===== src/rtl/mux_1.sv =====
// rtl/mux_1.sv - full-adder slice on an 8:1 mux with registered sum/carry outputs
// Optional feature macro: MUX1_SUM_CHECK_EN (adds registered sum_err output)
module mux_1 (
    input  logic       clk,
    input  logic       rst_n,
    input  logic       i7,
    input  logic       i6,
    input  logic       i5,
    input  logic       i4,
    input  logic       i3,
    input  logic       i2,
    input  logic       i1,
    input  logic       i0,
    input  logic [2:0] s,
`ifdef MUX1_SUM_CHECK_EN
    output logic       sum_err,
`endif
    output logic       sum,
    output logic       carry
);

    // Majority of {a,b,cin} expressed as a constant mux table indexed by s
    localparam logic [7:0] CARRY_TABLE = 8'b1110_1000;

    logic [7:0] i_bus;
    logic       sum_d;
    logic       carry_d;

    assign i_bus   = {i7, i6, i5, i4, i3, i2, i1, i0};
    assign sum_d   = i_bus[s];
    assign carry_d = CARRY_TABLE[s];

    always_ff @(posedge clk or negedge rst_n) begin
        if (!rst_n) begin
            sum   <= 1'b0;
            carry <= 1'b0;
        end else begin
            sum   <= sum_d;
            carry <= carry_d;
        end
    end

`ifdef MUX1_SUM_CHECK_EN
    // Flags a data pattern that disagrees with a true full-adder sum for this select
    logic sum_err_d;

    assign sum_err_d = sum_d ^ (^s);

    always_ff @(posedge clk or negedge rst_n) begin
        if (!rst_n) begin
            sum_err <= 1'b0;
        end else begin
            sum_err <= sum_err_d;
        end
    end
`endif

endmodule


===== config.mk =====
export PLATFORM = sky130hd
export DESIGN_NAME = mux_1
export DESIGN_NICKNAME = d
export VERILOG_FILES = /design/src/rtl/mux_1.sv
export SDC_FILE = /design/constraint.sdc
export NUM_CORES = 1
export LEC_CHECK = 0
export ABC_CLOCK_PERIOD_IN_PS = 800
export BUFFER_PORTS_ARGS = -buffer_cell sky130_fd_sc_hd__clkbuf_2
export CORE_AREA = 4 4 41 43
export CTS_BUF_LIST = sky130_fd_sc_hd__clkbuf_4
export DETAILED_ROUTE_END_ITERATION = 12
export DIE_AREA = 0 0 45 47
export GPL_TIMING_DRIVEN = 0
export SLEW_MARGIN = 5
export SYNTH_ARGS = -nofsm -noshare
export SYNTH_HDL_FRONTEND = slang
export SYNTH_SLANG_ARGS = --single-unit

===== constraint.sdc =====
create_clock -name clk -period 0.8 [get_ports clk]
set_input_delay 0.04 -clock clk [delete_from_list [all_inputs] [get_ports clk]]
set_output_delay 0.04 -clock clk [all_outputs]
set_load 0.05 [all_outputs]

# --- Yosys cells after proc, flatten, opt, wreduce, memory -nomap -nowiden ---
# Memories as Yosys holds them, arrays and structs flattened. A register that Yosys moved wholly into a read port is not among the register bits.
# Cells that the tools add are included.
op_classes:
  n_lt_le_gt_ge: 1
  muxes: 2
  n_reduce_logical: 1
ops:
  columns: ["operator", "count"]
  rows:
  - ["$lt 3x4->1 const B", 1]
  - ["$bmux 1 s3", 1]
  - ["$logic_not 1->1", 1]
  - ["$mux 1", 1]
word_totals:
  register_bits: 1
  romBits: 8
  wordCells: 6
  memories: 1
memory_table:
  columns: ["name", "depth", "width", "read_ports", "rd_clocked_by_memory_dff", "write_ports", "line_no", "source"]
  rows:
  - ["(no name shown)", 8, 1, 1, 1, 0, "31", "assign carry_d = CARRY_TABLE[s];"]

# --- Logic depth before layout (Yosys ltp) ---
logic_depth:
  ltp_word: 2
  ltp_mapped: 2
  depth_no_buf: 2

# --- Worst setup path before layout ---
# OpenSTA, ideal clock, no wires.
synth_timing:
  path_kind: "input-to-reg"
  from: "input port s[0]"
  to: "register sum"
  t_arrival_ns: 0.804
  slack_ns: -0.129
  path_stages: 2
  path_cell_list: "mux4_1 -> mux2_2"
synth_via:
  elab_chain_len: 2
synth_rtl:
  columns: ["item", "line_no", "source"]
  rows:
  - ["start, declared", "14", "input logic [2:0] s,"]
  - ["$bmux 1 s3", "30", "assign sum_d = i_bus[s];"]
  - ["$mux 1 (not written as such)", "30", null]
  - ["via sum_d", "26", "logic sum_d;"]
  - ["end signal, assigned", "38", "sum <= sum_d;"]
  - ["end, declared", "18", "output logic sum,"]
# The timed path passes the listed nets, and every way through them passes these cells. The select of a mux whose other input is x is not followed.

# --- Final worst setup path ---
layout_timing:
  from: "register carry"
  to: "output port carry"
layout_rtl:
  columns: ["item", "line_no", "source"]
  rows:
  - ["start, declared", "19", "output logic carry"]
# No word-level cell between the ends.

==> impl_metrics.toml <==
[setup_path]
start_kind = "flip-flop"
crit_slowest_cell = "dfrtp_1"
slowest_delay_ns = 0.37
worstPathCellList = "buf_8"
crit_type = "flip-flop to primary output"
critPathTopFamily = "flip-flops"
worst_ep_arrival_time_ns = 0.75
worstSetupEndpointType = "primary output"
path_buf_inv = 1
required_ns = 0.76
cp_max_fo = 1

[sta]
timing.final.hold_violations = 0
finalSetupViolations = 0
max_freq_ghz = 1.27
setup_tns_ns = 0
rsz0062_at_grt = "true"
min_period_ns = 0.789
worst-slew-pin-transition_ns = 0.0819
max-slew-margin-rel_pct = 94.5
final_max_slew_viol_count = 0
min_period_over_period_pct = 98.6

[power_and_ir_drop]
cellLeakagePower_nw = 0.132
vdd_drop_max_uv = 300
power_mw = 0.491
p_per_area_nw_per_um2 = 1810

[global_route]
globalRouteOverflowTotal = 0
grt_pass1_wl_um = 696
grt_pass1_vias = 173
grt_usage_pct = 5.87
grt_antenna_before_repair = 0
grt_max_degree = 4

[synthesis]
muxShareOfSynthArea_pct = 51.5
syn-num-nets = 19
synth-simple-area-share_pct = 0
yosys_register_bits = 2
syn_area_per_cell_sq_um = 20.6
synth_seq_area_share_pct = 40.4
synthAdderAreaFrac_pct = 8.08
synth_top_area_share_pct = 42.4
synth_top_family_by_area = "multiplexers"
netlist_instances = 6
yosysWarnings = 0
synth.area.top_cells = "mux4_1, dfrtp_1, mux2_2, maj3_1"
synth-xor-area-share_pct = 0
yosysTopAreaCell = "mux4_1"
ys_types = 4
synth_compound_area_share_pct = 0
syn-cell-area_sq_um = 124

[place]
placed_area_sq_um = 209
gp_congestion = 0.639
placedCellCount = 35
port_buffers = 14

[cells_and_area]
drive_above_1_share_pct = 83.3
instances_no_fill = 39
antenna_cells = 0
fillers = 149
fin_area_sq_um = 272
final_util_pct = 20.9
syn2layout_area_growth_pct = 119
final_nets = 39

[floorplanning]
ios = 15
die_w_um = 45
num_rows = 13
die_area_sq_um = 2120
initial_core_util_pct = 9.52
dieHeight_um = 47
core_sq_um = 1300

[detailed_routing]
dr.pass1.iters = 1
initialDrtViolationCount = 0
detail-route-antenna-nets = 0
via_per_inst = 3.33
finalWirelength_um = 420
post_drt_wl_per_cell_um = 10.8
vias = 130
drcViolationCount = 0

[cts]
cts_htree_levels = 1
cts_tree = "done"
cts-root-buf = "clkbuf_4"
cts_setup_buffers = 0
clk_pin_slew_ns = 0.03
clock_path_buffers = 2
cts-buffers-inserted = 3
cts.sinks = 2

[worst_hold_path]
hold_path_depth = 2
holdCritPathClass = "input pin to flip-flop"
hold_end = "carry"
worstHoldStart = "s[0]"

[job]
drv_cap = 0

[outcome]
status = "complete, no violations"
## kinds of logic (layout without fill, tap and decap cells)
group / count (synthesis) / after routing
flops: 2 / 2
buf+inv: 0 / 18
mux: 3 / 3
fa+ha+maj: 1 / 1
## what timing repair did
item,4_1_cts,5_1_grt
endpoints found under the setup margin,3,3
hold endpoints to repair,2,0
hold buffers,1,0
gates resized for setup,5,3
## cells in the final DEF (no fill, tap or decap)
master         count
clkbuf_4           3
clkbuf_2          11
maj3_1             1
mux4_2             2
dlygate4sd3_1      1
buf_8              3
dfrtp_1            2
mux2_4             1
## worst max-delay path by stage
stage / from / end / slack [ns] / cells past startpoint
floorplan: s[0] / sum / -0.09 / 2
global placement: s[0] / sum / -0.26 / 3
detailed placement: s[0] / sum / -0.28 / 3
CTS: s[0] / sum / -0.006 / 3
global route: sum / sum / -0.008 / 1
finish: carry / carry / 0.01 / 1
## sequential cells by signal, summed over array words and instances, names as in the netlist
signal,cells
sum,1
carry,1
## synthesized netlist by cell type
library cell  n
mux2_2        1
maj3_1        1
dfrtp_1       2
mux4_1        2
## where the power goes
part           internal, mW  total (mW)  switching, mW  leakage [nW]
combinational        0.0837       0.146         0.0625        0.0952
clock                 0.166       0.226         0.0605        0.0138
sequential            0.112       0.118        0.00615        0.0233
total                 0.362       0.491          0.129         0.132
## cell type report
class / instances / area (sq um) / area share (%)
flip-flops and latches: 2 / 50.0 / 18.4
multi-input cells: 4 / 70.1 / 25.8
repair buffers: 15 / 110 / 40.6
well taps: 15 / 18.8 / 6.91
clock buffers: 3 / 22.5 / 8.29
## through the flow
stage	hold slack, ns	worst slack, ns
floorplan	-0.256	-0.0899
global placement	-0.175	-0.256
detailed placement	-0.170	-0.278
CTS	0.0941	-0.00644
global route	0.101	-0.00828
finish	0.0883	0.0109
## layer usage
layer | global-route usage [%] | vias up | part of all wire [%]
met2 | 7.34 | 15 | 36
met5 | 0 | - | 0
li1 | - | 62 | -
met4 | 8.77 | 0 | 3.6
met1 | 5.29 | 51 | 40
met3 | 3.83 | 2 | 20
(Power assumes the default switching activity.)
